--- src/rtl/ads131_pkg.sv ---
`default_nettype none
// +------------------------------------------------------------------------+
// | Module      : ads131_pkg                                               |
// | Description : Shared constants and FSM encoding for the ADS131 MISO    |
// |               frame receiver.                                          |
// | Revision    : 1.0                                                      |
// +------------------------------------------------------------------------+
package ads131_pkg;

    localparam int ADS_WORD_BITS  = 32;
    localparam int ADS_DATA_BITS  = 24;
    localparam int ADS_NUM_WORDS  = 5;
    localparam int ADS_FIFO_DEPTH = 8;

    localparam logic [15:0] STATUS_READY      = 16'hFF04;
    localparam logic [15:0] STATUS_UNLOCK_ACK = 16'h0655;
    localparam logic [15:0] STATUS_WAKEUP_ACK = 16'h0033;

    typedef enum logic [4:0] {
        ST_IDLE  = 5'd0,
        ST_SHIFT = 5'd1,
        ST_STORE = 5'd2,
        ST_DONE  = 5'd3,
        ST_ABORT = 5'd4
    } rx_state_e;

endpackage

`default_nettype wire

--- src/rtl/ads131_sample_fifo.sv ---
`default_nettype none
// +------------------------------------------------------------------------+
// | Module      : ads131_sample_fifo                                       |
// | Description : Synchronous first-word-fall-through FIFO for channel     |
// |               samples; head reads as zero while empty.                 |
// | Revision    : 1.0                                                      |
// +------------------------------------------------------------------------+
module ads131_sample_fifo #(
    parameter int WIDTH = 27,
    parameter int DEPTH = 8
) (
    input  logic             clk_i,
    input  logic             rst_n_i,
    input  logic             push_i,
    input  logic [WIDTH-1:0] push_data_i,
    input  logic             pop_i,
    output logic [WIDTH-1:0] head_o,
    output logic             full_o,
    output logic             empty_o
);
    localparam int AW = $clog2(DEPTH);

    logic [WIDTH-1:0] mem_q [DEPTH];
    logic [AW:0]      wr_ptr_q;
    logic [AW:0]      rd_ptr_q;
    logic             w_pop;
    logic             w_push;

    assign empty_o = (wr_ptr_q == rd_ptr_q);
    assign full_o  = (wr_ptr_q[AW] != rd_ptr_q[AW]) &&
                     (wr_ptr_q[AW-1:0] == rd_ptr_q[AW-1:0]);
    assign w_pop   = pop_i && !empty_o;
    // A simultaneous pop frees the slot, so a push into a full FIFO still lands.
    assign w_push  = push_i && (!full_o || w_pop);
    assign head_o  = empty_o ? '0 : mem_q[rd_ptr_q[AW-1:0]];

    always_ff @(posedge clk_i) begin
        if (w_push) begin
            mem_q[wr_ptr_q[AW-1:0]] <= push_data_i;
        end
    end

    always_ff @(posedge clk_i or negedge rst_n_i) begin
        if (!rst_n_i) begin
            wr_ptr_q <= '0;
            rd_ptr_q <= '0;
        end else begin
            if (w_push) begin
                wr_ptr_q <= wr_ptr_q + (AW+1)'(1);
            end
            if (w_pop) begin
                rd_ptr_q <= rd_ptr_q + (AW+1)'(1);
            end
        end
    end

endmodule

`default_nettype wire

--- src/rtl/ads131_frame_receiver.sv ---
`default_nettype none
// +------------------------------------------------------------------------+
// | Module      : ads131_frame_receiver                                    |
// | Description : Deserializes ADS131A0X MISO frames into a status word    |
// |               and a valid/ready stream of channel samples.             |
// | Revision    : 1.0                                                      |
// +------------------------------------------------------------------------+
module ads131_frame_receiver
    import ads131_pkg::*;
#(
    parameter int WORD_BITS  = ADS_WORD_BITS,
    parameter int DATA_BITS  = ADS_DATA_BITS,
    parameter int NUM_WORDS  = ADS_NUM_WORDS,
    parameter int FIFO_DEPTH = ADS_FIFO_DEPTH
) (
    input  logic                 synthesized_clock_4_167Mhz,
    input  logic                 reset_n,
    input  logic                 spi_cs_n,
    input  logic                 sclk_sample_en,
    input  logic                 spi_miso,
    output logic [15:0]          status_word,
    output logic                 status_valid,
    output logic [DATA_BITS-1:0] ch_data,
    output logic [2:0]           ch_id,
    output logic                 ch_valid,
    input  logic                 ch_ready,
    output logic                 frame_done,
    output logic                 frame_abort,
    output logic [7:0]           overflow_count,
    output logic                 busy
);
    localparam int CNT_W   = $clog2(WORD_BITS + 1);
    localparam int IDX_W   = $clog2(NUM_WORDS);
    localparam int ENTRY_W = 3 + DATA_BITS;

    logic [1:0]           rst_sync_q;
    logic                 w_rst_n;
    rx_state_e            state_q;
    logic [WORD_BITS-1:0] shreg_q;
    logic [CNT_W-1:0]     bit_cnt_q;
    logic [IDX_W-1:0]     word_idx_q;
    logic [15:0]          status_word_q;
    logic                 status_valid_q;
    logic                 frame_done_q;
    logic                 frame_abort_q;
    logic [7:0]           overflow_q;
    logic                 w_push;
    logic                 w_full;
    logic                 w_empty;
    logic                 w_drop;
    logic [ENTRY_W-1:0]   w_push_data;
    logic [ENTRY_W-1:0]   w_head;

    // Reset asserts asynchronously but releases two clocks after reset_n rises.
    always_ff @(posedge synthesized_clock_4_167Mhz or negedge reset_n) begin
        if (!reset_n) begin
            rst_sync_q <= '0;
        end else begin
            rst_sync_q <= {rst_sync_q[0], 1'b1};
        end
    end
    assign w_rst_n = rst_sync_q[1];

    always_ff @(posedge synthesized_clock_4_167Mhz or negedge w_rst_n) begin
        if (!w_rst_n) begin
            state_q        <= ST_IDLE;
            shreg_q        <= '0;
            bit_cnt_q      <= '0;
            word_idx_q     <= '0;
            status_word_q  <= '0;
            status_valid_q <= 1'b0;
            frame_done_q   <= 1'b0;
            frame_abort_q  <= 1'b0;
        end else begin
            status_valid_q <= 1'b0;
            frame_done_q   <= 1'b0;
            frame_abort_q  <= 1'b0;
            case (state_q)
                ST_IDLE: begin
                    if (!spi_cs_n) begin
                        state_q    <= ST_SHIFT;
                        bit_cnt_q  <= '0;
                        word_idx_q <= '0;
                    end
                end
                ST_SHIFT: begin
                    if (spi_cs_n) begin
                        state_q       <= ST_ABORT;
                        frame_abort_q <= 1'b1;
                    end else if (sclk_sample_en) begin
                        shreg_q   <= {shreg_q[WORD_BITS-2:0], spi_miso};
                        bit_cnt_q <= bit_cnt_q + CNT_W'(1);
                        if (bit_cnt_q == CNT_W'(WORD_BITS - 1)) begin
                            state_q <= ST_STORE;
                        end
                    end
                end
                ST_STORE: begin
                    if (word_idx_q == '0) begin
                        status_word_q  <= shreg_q[WORD_BITS-1 -: 16];
                        status_valid_q <= 1'b1;
                    end
                    if (word_idx_q == IDX_W'(NUM_WORDS - 1)) begin
                        state_q      <= ST_DONE;
                        frame_done_q <= 1'b1;
                    end else begin
                        state_q    <= ST_SHIFT;
                        word_idx_q <= word_idx_q + IDX_W'(1);
                        bit_cnt_q  <= '0;
                    end
                end
                ST_DONE: begin
                    if (spi_cs_n) begin
                        state_q <= ST_IDLE;
                    end
                end
                ST_ABORT: begin
                    state_q <= ST_IDLE;
                end
                default: begin
                    state_q <= ST_IDLE;
                end
            endcase
        end
    end

    assign w_push      = (state_q == ST_STORE) && (word_idx_q != '0);
    assign w_push_data = {3'(word_idx_q - IDX_W'(1)), shreg_q[WORD_BITS-1 -: DATA_BITS]};
    assign w_drop      = w_push && w_full && !(ch_ready && !w_empty);

    always_ff @(posedge synthesized_clock_4_167Mhz or negedge w_rst_n) begin
        if (!w_rst_n) begin
            overflow_q <= '0;
        end else if (w_drop && (overflow_q != 8'hFF)) begin
            overflow_q <= overflow_q + 8'd1;
        end
    end

    ads131_sample_fifo #(
        .WIDTH (ENTRY_W),
        .DEPTH (FIFO_DEPTH)
    ) u_fifo (
        .clk_i       (synthesized_clock_4_167Mhz),
        .rst_n_i     (w_rst_n),
        .push_i      (w_push),
        .push_data_i (w_push_data),
        .pop_i       (ch_ready),
        .head_o      (w_head),
        .full_o      (w_full),
        .empty_o     (w_empty)
    );

    assign status_word    = status_word_q;
    assign status_valid   = status_valid_q;
    assign frame_done     = frame_done_q;
    assign frame_abort    = frame_abort_q;
    assign overflow_count = overflow_q;
    assign busy           = (state_q != ST_IDLE);
    assign ch_valid       = !w_empty;
    assign {ch_id, ch_data} = w_head;

endmodule

`default_nettype wire
--- config.mk ---
export PLATFORM = sky130hd
export DESIGN_NAME = ads131_frame_receiver
export DESIGN_NICKNAME = d
export VERILOG_FILES = /design/src/rtl/ads131_pkg.sv /design/src/rtl/ads131_sample_fifo.sv /design/src/rtl/ads131_frame_receiver.sv
export SDC_FILE = /design/constraint.sdc
export NUM_CORES = 1
export LEC_CHECK = 0
export CAP_MARGIN = 20
export CORE_ASPECT_RATIO = 1.75
export CORE_MARGIN = 8
export CORE_UTILIZATION = 55
export CTS_CLUSTER_SIZE = 16
export DETAILED_ROUTE_END_ITERATION = 16
export HOLD_SLACK_MARGIN = 0.08
export PLACE_DENSITY_LB_ADDON = 0.1
export REMOVE_ABC_BUFFERS = 1
export SLEW_MARGIN = 15
export SYNTH_ARGS = -nofsm -noshare
export SYNTH_HDL_FRONTEND = slang
export SYNTH_SLANG_ARGS = --single-unit
--- constraint.sdc ---
create_clock -name synthesized_clock_4_167Mhz -period 3.35 [get_ports synthesized_clock_4_167Mhz]
set_input_delay 0.335 -clock synthesized_clock_4_167Mhz [delete_from_list [all_inputs] [get_ports synthesized_clock_4_167Mhz]]
set_output_delay 0.335 -clock synthesized_clock_4_167Mhz [all_outputs]
set_load 0.005 [all_outputs]
### After elaboration in Yosys (flattened, before gate mapping)

Memories as Yosys holds them, arrays and structs flattened.
Cells that the tools add are included.
W data, S select, Z words.

| operators by class | value |
|---|---|
| add/subtract/negate cells | 6 |
| equality and inequality tests | 16 |
| muxes and demuxes | 24 |
| bitwise gates (word level) | 1 |
| reduce and logical (&&, ||, !) cells | 22 |

Operators by type and width:

| cell | number |
|---|---|
| $mux W27 | 1 |
| $mux W5 | 5 |
| $mux W6 | 4 |
| $pmux W5 S4 | 1 |
| $pmux W6 S3 | 1 |
| $eq A5 B2 Y1 const B | 2 |
| $ne A2 B2 Y1 const B | 5 |
| $add A4 B1 Y4 const B | 2 |
| $add A8 B1 Y8 const B | 1 |
| $mux W1 | 8 |
| $ne A8 B8 Y1 const B | 1 |
| $logic_and A1 B1 Y1 | 7 |
| $add A6 B1 Y6 const B | 1 |
| $eq A6 B5 Y1 const B | 1 |
| $mux W3 | 2 |
| $ne A3 B3 Y1 const B | 2 |
| $pmux W3 S2 | 1 |
| $reduce_and A3 Y1 | 2 |
| $reduce_bool A3 Y1 | 2 |
| $eq A5 B1 Y1 const B | 1 |
| $logic_not A5 Y1 | 1 |
| $reduce_and A5 Y1 | 1 |
| $reduce_bool A5 Y1 | 1 |
| $eq A4 B4 Y1 | 1 |
| 13 further kinds | 15 |

| storage, ports and cells | value |
|---|---|
| flip-flop bits (word level) | 83 |
| bits in writable memories | 216 |
| bits of input ports | 6 |
| output and inout bits | 56 |
| logic and storage cells | 82 |
| memories | 1 |

Memory list:

| name | words | width | rd ports | clocked after Yosys merged registers in | wr ports | RTL line | RTL |
|---|---|---|---|---|---|---|---|
| u_fifo.mem_q | 8 | 27 | 1 | 0 | 1 | ads131_sample_fifo.sv:23 | `logic [WIDTH-1:0] mem_q [DEPTH];` |

### Longest topological paths before layout

| depth | value |
|---|---|
| depth after elaboration | 7 |
| gate-level depth with buffers | 8 |
| depth with buffers taken out | 7 |

### By module

A second synthesis with hierarchy kept.

| unflattened totals | value |
|---|---|
| cells, all modules | 690 |
| area, all modules | 11,816.3 um^2 |

By module, submodules not included:

| module | times used | cells an instance | area each (um^2) | sequential area each (um^2) |
|---|---|---|---|---|
| ads131_sample_fifo | 1 | 400 | 8,755.9 | 6,686.4 |
| ads131_frame_receiver | 1 | 290 | 3,060.4 | 1,826.8 |

### Worst setup path before layout

No wires, ideal clock.

| timing | value |
|---|---|
| path type | register to register |
| from | reg word_idx_q[0] |
| to | mem u_fifo.mem_q[2][0] (enable) |
| setup time | 0.489 ns |
| arrival time | 4.168 ns |
| required time | 2.861 ns |
| setup slack | -1.307 ns |
| stages on the path, launching flop included | 6 |
| buffers on the path | 0 |
| period minus slack after synthesis | 4.657 ns |
| cell sequence | dfrtp_1 > inv_1 > ha_1 > nor2b_1 > a211o_1 > nor4b_1 |

| on the way | value |
|---|---|
| longest elaborated chain between the ends | 5 |

Ends and longest elaborated chain:

| element | RTL line | RTL |
|---|---|---|
| start, declared | ads131_frame_receiver.sv:41 | `logic [IDX_W-1:0] word_idx_q;` |
| start signal, assigned | ads131_frame_receiver.sv:108 | `word_idx_q <= word_idx_q + IDX_W'(1);` |
| $reduce_bool A3 Y1 | ads131_frame_receiver.sv:127 | `assign w_push = (state_q == ST_STORE) && (word_idx_q != '0);` |
| $logic_and A1 B1 Y1 | ads131_frame_receiver.sv:127 |  |
| $logic_and A1 B1 Y1 | ads131_sample_fifo.sv:34 | `assign w_push = push_i && (!full_o \|\| w_pop);` |
| $mux W1 | ads131_sample_fifo.sv:38 | `if (w_push) begin` |
| $mux W1 (implied by the code) | ads131_sample_fifo.sv:39 | `mem_q[wr_ptr_q[AW-1:0]] <= push_data_i;` |
| end, declared | ads131_sample_fifo.sv:23 |  |

Every way passes these cells.

### Worst setup path in the final report

| timing | value |
|---|---|
| from | reg u_fifo.wr_ptr_q[2] |
| to | out ch_valid |

| on the way | value |
|---|---|
| longest elaborated chain between the ends | 2 |

Ends and longest elaborated chain:

| element | RTL line | RTL |
|---|---|---|
| start, declared | ads131_sample_fifo.sv:24 | `logic [AW:0] wr_ptr_q;` |
| start signal, assigned | ads131_sample_fifo.sv:49 | `wr_ptr_q <= wr_ptr_q + (AW+1)'(1);` |
| $eq A4 B4 Y1 | ads131_sample_fifo.sv:29 | `assign empty_o = (wr_ptr_q == rd_ptr_q);` |
| $logic_not A1 Y1 | ads131_frame_receiver.sv:159 | `assign ch_valid = !w_empty;` |
| end, declared | ads131_frame_receiver.sv:25 | `output logic ch_valid,` |

Every way passes these cells.

==> out/metrics.sh <==
PWR-SHARE-COMB_PCT=24.8
POSTSYNTHREGISTERBITS=297
LAYOUT.FILLER_CELLS=1476
POWER-PER-CELL-AREA_nW_PER_UM2=701
SETUP.WORST_PATH.START_CLASS='register'
POSTSYNTHAREAPERCELL_UM2=18.1
MAX_CLOCK_FREQ_MHz=320
CLOCK_INSERTION_DELAY_WORST_SKEW_NS=0.54
POWER.IR.VDD_WORST_mV=0.510
SYNTH-EDFF-COUNT=216
NNETSFINAL=749
YOSYSSEQAREASHARE_PCT=72.9
WORSTHOLDPATHTYPE='reg -> reg'
DRTPASS1ITERATIONS=6
GRT_ANTENNA_BEFORE_REPAIR=0
I_O_PIN_TOTAL=62
DESIGN.DIE.AREA_UM2=26300
SYNTH_FLOP_CELL='sky130_fd_sc_hd__edfxtp_1'
FINAL_LAYOUT_SIZE_SUFFIX_GT1_SHARE_PCT=23.7
FINAL_PERIOD_MINUS_WORST_SETUP_SLACK_NS=3.12
SYNTHCELLS=647
R2R_SLACK_NS=0.82
DP_HPWL_UM=14300
FINALWIRELENGTH_UM=23700
MULTI_INPUT_AREA_UM2=3040
OUTCOME='finished clean'
ROWS=70
FINAL_TOTAL_PWR_mW=9.58
START_UTIL_PCT=56.1
SYNTH.YOSYS.WARNINGS=0
GLOBAL_ROUTE_WIRE_LENGTH_BEFORE_REPAIR_UM=37300
GRT_MAX_DEGREE=49
DP_WORST_SETUP_SLACK_NS=0.717
TIMING.CRITICAL_PATH.ARRIVAL_NS=2.79
SYNTH.DISTINCT_CELLS=47
INSERTEDDIODECOUNT=0
TIMING_MAX_TRANSITION_VIOLATIONS_FINAL=0
GP_CONGESTION=0.774
LAYOUT.CELLS.MOST_COMMON_LIST='216 x sky130_fd_sc_hd__edfxtp_1, 77 x sky130_fd_sc_hd__dfrtp_1, 65 x sky130_fd_sc_hd__nand2_1'
COUNT_OF_PORT_BUFFERS_ADDED_DURING_PLACEMENT=61
POST-ROUTE-DRC-COUNT=0
CORE_AREA_UM2=20800
WORST-ENDPOINT-REQUIRED_NS=3.01
FLOW.AREA_GROWTH_FROM_SYNTHESIS_PCT=16.9
SWITCHINGPOWER_mW=2.42
TIGHTESTPINTRANSITION_NS=0.772
TIGHTEST_SLEW_MARGIN_RELATIVE_TO_THE_LIMIT_PCT=48.2
POWER.SHARE.SWITCHING_PCT=25.3
TRITONCTS_NUM_SINKS=297
CLOCKROOTBUFFER='sky130_fd_sc_hd__clkbuf_16'
HTREE_LEVELS=1
WORSTSETUPENDPOINTTYPE='output port'
TOTAL_ROUTING_USAGE_REPORTED_BY_GLOBAL_ROUTING_PCT=18.5
VIAS=5906
DRV.MAX_CAP_VIOLATION_COUNT=0
CTS-ROOT-TO-SINK-BUFFERS=3
CRITPATHKIND='reg -> out'
AVGVIACOUNTPERCELL=5.86
CLOCK_TRANSITION_AT_THE_REGISTERS_OF_THE_REPORTED_PATHS_NS=0.07
GRT_SETUP_UNREPAIRED='false'
NUMBER_OF_NETS_STILL_FAILING_ANTENNA_CHECKS_AFTER_ROUTING=0
SHARE_CLK_OF_TOTAL_POWER_PCT=32.4
CTS_INSERTED_BUFFERS=26
WIRE_PER_INST_UM=23.5
MIN_PERIOD_OVER_PERIOD_PCT=93.2
MAXIMUM_FANOUT_ALONG_THE_WORST_PATH=29
MAX_CLOCK_SKEW_NS=0.0173
INTERNAL_POWER_mW=7.15
YS_ASYNC_SR_FRACTION_PCT=27.3
P_LEAK_nW=5.16
CTS_TREE='done'
REG_AREA_UM2=8520
GRT_OVERFLOW_TOTAL=0
FINAL.SETUP.WORST_SLACK_NS=0.227
LAYOUT.CELLS.MOST_COMMON='sky130_fd_sc_hd__edfxtp_1'
FP.DIEH_UM=209
DIE_W_UM=126
FINAL_UTIL_PCT=65.5
SEQPWRFRAC_PCT=42.8
NUMBER_OF_DRC_MARKERS_AFTER_THE_INITIAL_DETAILED_ROUTE_ITERATION=337
VIAS_IN_THE_FIRST_GLOBAL_ROUTE=6502
TIMING.FINAL.SETUP_VIOLATIONS=0
REPORT.FINAL.HOLD_VIOL_COUNT=0
NETLIST_AREA_UM2=11700
WHS_NS=0.354
-- cells by family after synthesis --
kind of cell,Yosys count,share of synthesized area (%)
other cells,1,0.0321
fa+ha+maj,7,0.750
simple gates,149,6.03
flops,297,72.9
xor+xnor,21,1.57
mux,118,16.3
compound gates,15,0.953
buf+inv,39,1.52
-- synth_stat cells (4+ instances only) --
master,number,area (um2)
sky130_fd_sc_hd__buf_2,16,80.1
sky130_fd_sc_hd__xor2_1,15,131
sky130_fd_sc_hd__xnor2_1,6,52.6
sky130_fd_sc_hd__nand2b_1,4,25.0
sky130_fd_sc_hd__mux4_2,54,1220
sky130_fd_sc_hd__dfrtp_1,81,2030
sky130_fd_sc_hd__edfxtp_1,216,6490
sky130_fd_sc_hd__nor3_1,7,35.0
sky130_fd_sc_hd__inv_1,9,33.8
sky130_fd_sc_hd__mux2i_1,28,280
sky130_fd_sc_hd__clkbuf_1,8,30.0
sky130_fd_sc_hd__ha_1,7,87.6
sky130_fd_sc_hd__nor2_1,44,165
sky130_fd_sc_hd__nand3_1,9,45.0
sky130_fd_sc_hd__mux2_2,35,394
sky130_fd_sc_hd__nand2_1,65,244
-- area by class of cell --
type	count	area share (%)
multi-input cells	311	22.2
clock buffers	36	5.49
flip-flops and latches	297	62.4
clock inverters	12	1.13
well taps	252	2.31
repair buffers	90	6.17
inverters	10	0.275
-- worst max-delay path: stages (launching register included) --
cell                              delay [ns]
sky130_fd_sc_hd__dfrtp_1                0.56
sky130_fd_sc_hd__xor2_1                 0.18
sky130_fd_sc_hd__nor3_4                 0.30
sky130_fd_sc_hd__and2_1                 0.19
sky130_fd_sc_hd__buf_4                  0.41
sky130_fd_sc_hd__inv_1                  0.13
sky130_fd_sc_hd__clkdlybuf4s50_1        0.48
-- path summary, 6_finish.rpt --
path / from / endpoint / cells past startpoint
max in group asynchronous: rst_sync_q[1]$_DFF_PN0_ / shreg_q[2]$_DFFE_PN0P_ / 1
min: rst_sync_q[0]$_DFF_PN0_ / rst_sync_q[1]$_DFF_PN0_ / 0
min reg2reg: rst_sync_q[0]$_DFF_PN0_ / rst_sync_q[1]$_DFF_PN0_ / 0
max reg2reg: word_idx_q[0]$_DFFE_PN0P_ / u_fifo.mem_q[1][21]$_DFFE_PP_ / 8
max: u_fifo.wr_ptr_q[2]$_DFFE_PN0P_ / ch_valid / 6
min in group asynchronous: rst_sync_q[1]$_DFF_PN0_ / status_word[1]$_DFFE_PN0P_ / 0
-- state kept, by name, summed over array words and instances (netlist names), 3 cells and up --
| register | flops |
|---|---|
| state_q | 3 |
| word_idx_q | 3 |
| u_fifo.mem_q | 216 |
| overflow_count | 8 |
| u_fifo.rd_ptr_q | 4 |
| shreg_q | 32 |
| bit_cnt_q | 6 |
| status_word | 16 |
| u_fifo.wr_ptr_q | 4 |
-- power by group through the flow --
stage | clock (mW) | combinational, mW | sequential, mW
detailed placement | 0 | 2.44 | 4.18
floorplan | 0 | 1.21 | 4.42
global route | 3.29 | 2.58 | 4.12
global placement | 0 | 2.42 | 4.18
CTS | 3.16 | 2.45 | 4.10
finish | 3.10 | 2.38 | 4.10
-- timing repair --
item / 4_1_cts / 5_1_grt
gates resized for setup: 0 / 0
hold endpoints to repair: 2 / 0
hold buffers: 1 / 0
setup buffers: 0 / 0
-- routing by layer --
| metal | wire [um] | vias up | global-route usage [%] | part of all wire [%] |
|---|---|---|---|---|
| met2 | 12400 | 149 | 33.5 | 53 |
| met1 | 9640 | 3090 | 22.0 | 41 |
| met4 | 613 | 0 | 6.63 | 2.6 |
| met3 | 948 | 36 | 2.58 | 4.0 |
| li1 | - | 2631 | - | - |
| met5 | 0 | - | 0 | 0 |
-- metrics by stage --
stage / instances / TNS [ns] / area [um2]
after floorplan: 618 / -450.11 / 11500
after global placement: 959 / 0 / 12700
after detailed placement: 959 / 0 / 12700
after CTS: 1008 / 0 / 13700
after global routing: 1008 / 0 / 13700
final: 1008 / 0 / 13700
No activity file was read; power rests on OpenSTA's default activity.
